--- src/rtl/uart_pkg.sv ---
// rtl/uart_pkg.sv - UART state encodings, frame constants and baud divisor, shared by TX and RX
package uart_pkg;

    typedef enum logic [2:0] {
        ST_IDLE = 3'd0,
        ST_STRT = 3'd1,
        ST_BITS = 3'd2,
        ST_PAR  = 3'd3,
        ST_STP  = 3'd4,
        ST_ACK  = 3'd5
    } uart_state_e;

    localparam int unsigned DATA_BITS    = 8;
    localparam int unsigned FRAME_BITS   = 11;
    localparam int unsigned BAUD_TIMER_W = 32;

    function automatic int unsigned baud_timer_max(input int unsigned clk_hz,
                                                   input int unsigned baud);
        return clk_hz / baud;
    endfunction

endpackage

--- src/rtl/uart_baud_timer.sv ---
// rtl/uart_baud_timer.sv - bit-period timer: counts 0..BAUD_TIMER_MAX-1, flags the last count
module uart_baud_timer
    import uart_pkg::*;
#(
    parameter int unsigned BAUD_TIMER_MAX = 10
) (
    input  logic clk,
    input  logic rst,
    input  logic clr,
    output logic expired
);

    logic [BAUD_TIMER_W-1:0] timer_q;
    logic [BAUD_TIMER_W-1:0] timer_d;

    assign expired = (timer_q == BAUD_TIMER_W'(BAUD_TIMER_MAX - 1));

    always_comb begin
        timer_d = timer_q + 1'b1;
        if (clr || expired) begin
            timer_d = '0;
        end
    end

    always_ff @(posedge clk or posedge rst) begin
        if (rst) begin
            timer_q <= '0;
        end else begin
            timer_q <= timer_d;
        end
    end

endmodule

--- src/rtl/uart_tx.sv ---
// rtl/uart_tx.sv - UART transmitter: start, 8 data bits LSB first, parity, stop
module uart_tx
    import uart_pkg::*;
#(
    parameter int unsigned CLK_FREQUENCY = 100000000,
    parameter int unsigned BAUD_RATE     = 19200,
    parameter int unsigned PARITY_MODE   = 1
) (
    input  logic                 clk,
    input  logic                 rst,
    input  logic                 send,
    input  logic [DATA_BITS-1:0] din,
    output logic                 busy,
    output logic                 tx_out
);

    localparam int unsigned BAUD_TIMER_MAX = baud_timer_max(CLK_FREQUENCY, BAUD_RATE);

    uart_state_e          state_q, state_d;
    logic [DATA_BITS-1:0] data_q, data_d;
    logic                 parity_q, parity_d;
    logic [3:0]           bitcnt_q, bitcnt_d;
    logic                 tx_q, tx_d;
    logic                 busy_q, busy_d;
    logic                 tmr_clr;
    logic                 tmr_expired;

    uart_baud_timer #(
        .BAUD_TIMER_MAX(BAUD_TIMER_MAX)
    ) u_baud_timer (
        .clk    (clk),
        .rst    (rst),
        .clr    (tmr_clr),
        .expired(tmr_expired)
    );

    always_comb begin
        state_d  = state_q;
        data_d   = data_q;
        parity_d = parity_q;
        bitcnt_d = bitcnt_q;
        tmr_clr  = 1'b0;
        case (state_q)
            ST_IDLE: begin
                if (send) begin
                    data_d   = din;
                    parity_d = (PARITY_MODE != 0) ? ~^din : ^din;
                    tmr_clr  = 1'b1;
                    state_d  = ST_STRT;
                end
            end
            ST_STRT: begin
                if (tmr_expired) begin
                    bitcnt_d = 4'd0;
                    state_d  = ST_BITS;
                end
            end
            ST_BITS: begin
                if (tmr_expired) begin
                    if (bitcnt_q == 4'd7) begin
                        state_d = ST_PAR;
                    end else begin
                        bitcnt_d = bitcnt_q + 4'd1;
                    end
                end
            end
            ST_PAR: begin
                if (tmr_expired) state_d = ST_STP;
            end
            ST_STP: begin
                if (tmr_expired) state_d = ST_ACK;
            end
            ST_ACK: begin
                if (!send) state_d = ST_IDLE;
            end
            default: state_d = ST_IDLE;
        endcase

        // Outputs decode the next state so the line changes on the same edge as the state.
        tx_d   = 1'b1;
        busy_d = 1'b0;
        case (state_d)
            ST_STRT: begin
                tx_d   = 1'b0;
                busy_d = 1'b1;
            end
            ST_BITS: begin
                tx_d   = data_d[bitcnt_d[2:0]];
                busy_d = 1'b1;
            end
            ST_PAR: begin
                tx_d   = parity_d;
                busy_d = 1'b1;
            end
            ST_STP: begin
                busy_d = 1'b1;
            end
            default: ;
        endcase
    end

    always_ff @(posedge clk or posedge rst) begin
        if (rst) begin
            state_q  <= ST_IDLE;
            data_q   <= '0;
            parity_q <= 1'b0;
            bitcnt_q <= 4'd0;
            tx_q     <= 1'b1;
            busy_q   <= 1'b0;
        end else begin
            state_q  <= state_d;
            data_q   <= data_d;
            parity_q <= parity_d;
            bitcnt_q <= bitcnt_d;
            tx_q     <= tx_d;
            busy_q   <= busy_d;
        end
    end

    assign tx_out = tx_q;
    assign busy   = busy_q;

endmodule

--- config.mk ---
export PLATFORM = sky130hd
export DESIGN_NAME = uart_tx
export DESIGN_NICKNAME = d
export VERILOG_FILES = /design/src/rtl/uart_pkg.sv /design/src/rtl/uart_baud_timer.sv /design/src/rtl/uart_tx.sv
export SDC_FILE = /design/constraint.sdc
export NUM_CORES = 1
export LEC_CHECK = 0
export BUFFER_PORTS_ARGS = -buffer_cell sky130_fd_sc_hd__clkbuf_2
export CORE_MARGIN = 1.5
export CORE_UTILIZATION = 65
export DETAILED_ROUTE_END_ITERATION = 8
export GPL_TIMING_DRIVEN = 0
export PLACE_DENSITY = 0.8
export SLEW_MARGIN = 5
export SYNTH_ARGS = -nofsm -noshare
export SYNTH_HDL_FRONTEND = slang
export SYNTH_SLANG_ARGS = --single-unit
--- constraint.sdc ---
create_clock -name clk -period 4.2 [get_ports clk]
set_input_delay 0.63 -clock clk [delete_from_list [all_inputs] [get_ports clk]]
set_output_delay 0.63 -clock clk [all_outputs]
set_load 0.005 [all_outputs]
Yosys cells after proc, flatten, opt, wreduce, memory -nomap -nowiden
Index checks and enable logic that the tools add are counted.
{"block": "totals", "mem_bits_ro": 0, "mem_count": 0, "inputBits": 11, "word_cells": 54, "regBits": 50, "latchBits": 0, "ramBits": 0, "output_inout_bits": 2}
{"block": "classes", "n_shift": 0, "n_mux": 23, "addsub": 2, "eq_ne": 14, "div_mod_pow": 0, "bitwise_logic": 0, "n_lt_le_gt_ge": 1, "n_reduce_logical": 6, "mul": 0}
{"cell": "32-bit by 1-bit adder with 32-bit output (second input constant)", "count": 1}
{"cell": "32-bit by 13-bit equality test with 1-bit output (second input constant)", "count": 1}
{"cell": "32-bit two-way mux", "count": 1}
{"cell": "3-bit two-way mux", "count": 7}
{"cell": "3-bit case mux with 6 select lines", "count": 1}
{"cell": "8-bit two-way mux", "count": 2}
{"cell": "3-bit by 2-bit equality test with 1-bit output (second input constant)", "count": 4}
{"cell": "4-bit two-way mux", "count": 3}
{"cell": "3-bit equality test (second input constant)", "count": 3}
{"cell": "4-bit case mux with 2 select lines", "count": 1}
{"cell": "8-bit XNOR reduction", "count": 1}
{"cell": "3-bit by 1-bit equality test with 1-bit output (second input constant)", "count": 2}
{"cell": "1-bit two-way mux", "count": 6}
{"cell": "4-bit by 1-bit adder with 4-bit output (second input constant)", "count": 1}
{"cell": "4-bit by 3-bit equality test with 1-bit output (second input constant)", "count": 1}
{"cell": "3-bit by 4-bit < comparator with 1-bit output (second input constant)", "count": 1}
{"cell": "2-bit by 1-bit != test with 1-bit output (second input constant)", "count": 2}
{"cell": "4-bit AND reduction", "count": 1}
{"cell": "4-bit OR reduction", "count": 1}
{"cell": "1-bit binary-select mux with 3-bit select", "count": 1}
{"cell": "3-bit zero test", "count": 1}
{"cell": "1-bit case mux with 3 select lines", "count": 1}
{"cell": "2-bit != test (second input constant)", "count": 1}
{"cell": "2-bit nonzero test", "count": 1}
{"cell": "1-bit logical OR", "count": 1}

Logic depth before layout (Yosys ltp)
{"block": "depth", "word_depth": 7, "mapped_depth": 10, "depth_no_buf": 8}

Hierarchy
Synthesis repeated with hierarchy kept, for this count alone.
{"block": "hier_totals", "cells_unflattened": 277, "hier_area_um2": 2844.0}
{"mod": "uart_baud_timer", "instances": 1, "cells_each": 182, "area_per_inst_um2": 1769.2}
{"mod": "uart_tx", "instances": 1, "cells_each": 95, "area_per_inst_um2": 1074.8}

Worst setup path before layout
Ideal clock, no wire load.
{"block": "synth_path", "kind": "reg-to-reg", "from": "register u_baud_timer.timer_q[0]", "to": "register tx_q (netlist: tx_out)", "setup_time_ps": 89, "setup_slack_ps": 1900, "arrival_ps": 2211, "t_required_ps": 4111, "synth_period_minus_slack_ps": 2300, "path_stages_with_launch": 9, "cell_sequence": "dfrtp_1 > ha_1 > nor4bb_1 > nand4_1 > nor2_1 > mux2i_1 > mux2_2 > a2bb2oi_1 > a32oi_1"}
{"block": "synth_via", "elab_chain_len": 6}
{"element": "start, declared", "line": "uart_baud_timer.sv:13", "source": "logic [BAUD_TIMER_W-1:0] timer_q;"}
{"element": "start signal, assigned", "line": "uart_baud_timer.sv:29", "source": "timer_q <= timer_d;"}
{"element": "32-bit by 13-bit equality test with 1-bit output (*)", "line": "uart_baud_timer.sv:16", "source": "assign expired = (timer_q == BAUD_TIMER_W'(BAUD_TIMER_MAX - 1));"}
{"element": "4-bit two-way mux, on equally long branches", "line": "uart_tx.sv:59, uart_tx.sv:53"}
{"element": "4-bit case mux with 2 select lines", "line": "uart_tx.sv:43", "source": "case (state_q)"}
{"element": "1-bit binary-select mux with 3-bit select", "line": "uart_tx.sv:88", "source": "tx_d = data_d[bitcnt_d[2:0]];"}
{"element": "1-bit two-way mux (not written as such)", "line": "uart_tx.sv:88"}
{"element": "1-bit case mux with 3 select lines (*)", "line": "uart_tx.sv:82", "source": "case (state_d)"}
{"element": "net tx_d", "line": "uart_tx.sv:23", "source": "logic tx_q, tx_d;"}
{"element": "end signal, assigned", "line": "uart_tx.sv:115", "source": "tx_q <= tx_d;"}
{"element": "end, declared", "line": "uart_tx.sv:23"}
Mark *: on every way through the listed nets, which the timed path passes. The rest lies on a longest branch. The select of a mux whose other input is x is not followed.
A chain may end at the register's enable or synchronous reset.

Worst setup path after layout
Same ends and word-level chain as after synthesis.

==> flow_summary.yaml <==
clock_network:
  cts_buffers: 5
  clk_latency_ps: 310
  post_cts_resized: 0
  htreeDepth: 2
  cts_setup_buffers: 0
  hold_buffers: 0
  path_clk_slew_ps: 90
  tritoncts: "yes"
  root_buffer: "clkbuf_8"
  cts_buffer_depth: 2
  clock-sinks: 50
setup_path:
  critPathKind: "flip-flop to flip-flop"
  slowest_delay_ps: 600
  cp-end-kind: "flip-flop"
  critPathLaunchType: "flip-flop"
  crit_path_max_fanout: 5
  crit_chain: "ha_1 -> nor4bb_1 -> nand4_1 -> nor2_1 -> mux2i_1 -> mux2_2 -> a2bb2oi_1 -> a32oi_1"
  timing.rr.start: "u_baud_timer.timer_q[0]$_DFF_PP0_"
  r2r_cells: 8
  r2r_slack_ps: 1380
  cp.arrival_ps: 3050
  r2r_end: "tx_out$_DFF_PP1_"
  cp_slowest_cell: "mux2i_1"
  worstPathRequired_ps: 4430
pwr:
  p_leak_nw: 1.28
  clkPwrFrac_pct: 24.0
  p_sw_mw: 0.446
  comb_power_share_pct: 21.4
  power.internal_mw: 0.951
  power_density_mw_per_mm2: 469
  ir_drop_mv: 0.300
  pwr-share-seq_pct: 54.5
  p_sw_share_pct: 31.9
sta:
  relSlewSlack_pct: 49.2
  fin_crit_ps: 2820
  slew_viol_final: 0
  fin_crit_sh_pct: 67.1
  skew_ps: 14.3
  fmax_mhz: 355
  setup_viol: 0
  rsz0062_at_grt: "no"
  tns_ps: 0
  worstMarginPinSlew_ps: 758
  finalHoldViolations: 0
synth:
  async_reset_ff_share_pct: 100
  seq_area_frac_synth_pct: 45.9
  syn_area_mm2: 0.00273
  synth_cell_types: 47
  syn_area_per_cell_um2: 9.85
  synth_top_area_cell: "dfrtp_1"
  synthCells: 277
  synth_nets: 290
  synth_edf_count: 0
  ys.flop_type: "dfrtp_1"
  synthTopCellsByArea: "dfrtp_1 (45%), xor2_1 (5.8%), xnor2_1 (5.5%)"
  ys_seq_elements: 50
  synth_top_area_share_pct: 44.9
  ys_warn_count: 0
floorplanning:
  start_util_pct: 67.7
  core_area_mm2: 0.00403
  die_y_um: 67.8
  num_rows: 23
  ios: 13
  die_w_um: 67.8
  fp.dieArea_mm2: 0.00460
route:
  drt_iter0_drc: 158
  drc: 0
  via_per_inst: 6.04
  wl_per_cell_um: 15.6
  drtAntennaViolNets: 0
  detail_route.wirelength_um: 5420
  vias: 2102
  dr.pass1.iters: 4
grt:
  grt_pass1_wl_um: 9090
  grt_pass1_vias: 1982
  grt_overflow_total: 0
  grt_use_total_pct: 26.5
  grt_antenna_before_repair: 0
  grt_start_max_net_pins: 34
placement:
  io_buffer_count: 12
  hpwl_um: 3910
  placed_cell_area_mm2: 0.00287
  place_congestion: 0.850
cells_and_area:
  mostFrequentLayoutCells: "dfrtp_1 (49), nor2_1 (35), nand2_1 (22)"
  layout_commonest_cell: "dfrtp_1"
  drive_above_1_share_pct: 14.4
  stdcell_area_mm2: 0.00298
  nNetsFinal: 310
  area_growth_syn_to_layout_pct: 9.26
  antennaDiodeCount: 0
flow_run:
  drv_cap: 0
status:
  outcome: "completed"
min_path:
  hold_path_class: "primary input to async pin"
-- cells in the mapped netlist (7+ instances only) --
library cell and n:
dfrtp_1 49, nor2_1 35, nand2_1 22, xor2_1 18, xnor2_1 17, mux2_2 11, nand3_1 11, clkbuf_1 10
nor4_1 10, and3_1 9, inv_1 8, nand4_1 8, a21oi_1 7, o21ai_0 7
-- cell type report --
| cell class | count | area, um^2 |
|---|---|---|
| multi-input combinational | 208 | 1400 |
| clock buffer | 6 | 72.6 |
| buffer | 11 | 42.5 |
| clock inverter | 2 | 37.5 |
| timing repair buffer | 13 | 80.1 |
| tap | 50 | 62.6 |
| fill | 286 | 1050 |
| inverter | 8 | 30.0 |
| sequential | 50 | 1250 |
-- worst max-delay path, delay by kind of cell, from the launching register on --
kind | cells | cell delay [ps]
mux | 2 | 1020
compound gates | 2 | 270
simple gates | 3 | 800
flops | 1 | 400
fa+ha+maj | 1 | 260
-- worst max-delay path by stage --
stage / to / slack (ps) / start
after floorplan: tx_out$_DFF_PP1_ / 1900 / u_baud_timer.timer_q[0]$_DFF_PP0_
after global placement: tx_out$_DFF_PP1_ / 1430 / u_baud_timer.timer_q[0]$_DFF_PP0_
after detailed placement: tx_out$_DFF_PP1_ / 1380 / u_baud_timer.timer_q[0]$_DFF_PP0_
after CTS: tx_out$_DFF_PP1_ / 1390 / u_baud_timer.timer_q[0]$_DFF_PP0_
after global routing: tx_out$_DFF_PP1_ / 1200 / u_baud_timer.timer_q[0]$_DFF_PP0_
final: tx_out$_DFF_PP1_ / 1380 / u_baud_timer.timer_q[0]$_DFF_PP0_
-- registers in the layout, indices dropped and copies added, names as in the netlist --
signal                flops
data_q                    8
busy                      1
tx_out                    1
u_baud_timer.timer_q     32
bitcnt_q                  4
state_q                   3
parity_q                  1
-- metal layers --
layer | track usage, % | routed length, um | share of wire, %
met5 | 0 | 0 | 0
met4 | 6.00 | 79 | 1.5
met3 | 6.00 | 234 | 4.3
met2 | 43.5 | 2570 | 47
met1 | 36.1 | 2530 | 47
-- cells by family (layout without fill, tap and decap cells) --
family	after synthesis	count (layout)	synth area share, %
buffers and inverters	19	40	2.66
multiplexers	14	14	5.64
flip-flops	50	50	45.9
XOR/XNOR	35	35	11.2
AND/OR/NAND/NOR	128	128	26.5
adder cells (fa/ha/maj)	2	2	0.917
AO/OA/AOI/OAI	29	29	7.11
-- through the flow --
stage / setup WS [ps] / cells / total power, mW / util [%] / hold slack (ps)
final: 1380 / 348 / 1.40 / 74.0 / 272
after global placement: 1430 / 339 / 1.04 / 70.8 / 470
after global routing: 1200 / 348 / 1.48 / 74.0 / 297
after detailed placement: 1380 / 340 / 1.07 / 71.3 / 485
after CTS: 1390 / 348 / 1.41 / 74.0 / 285
after floorplan: 1900 / 277 / 0.974 / - / 448
-- power groups by stage --
stage                     clock network, mW  logic [mW]  registers [mW]
after floorplan                           0       0.248           0.725
after global placement                    0       0.281           0.760
after detailed placement                  0       0.299           0.767
after CTS                             0.344       0.303           0.759
after global routing                  0.361       0.340           0.783
final                                 0.336       0.300           0.762
Note: power is estimated with default switching activity, not from simulation.
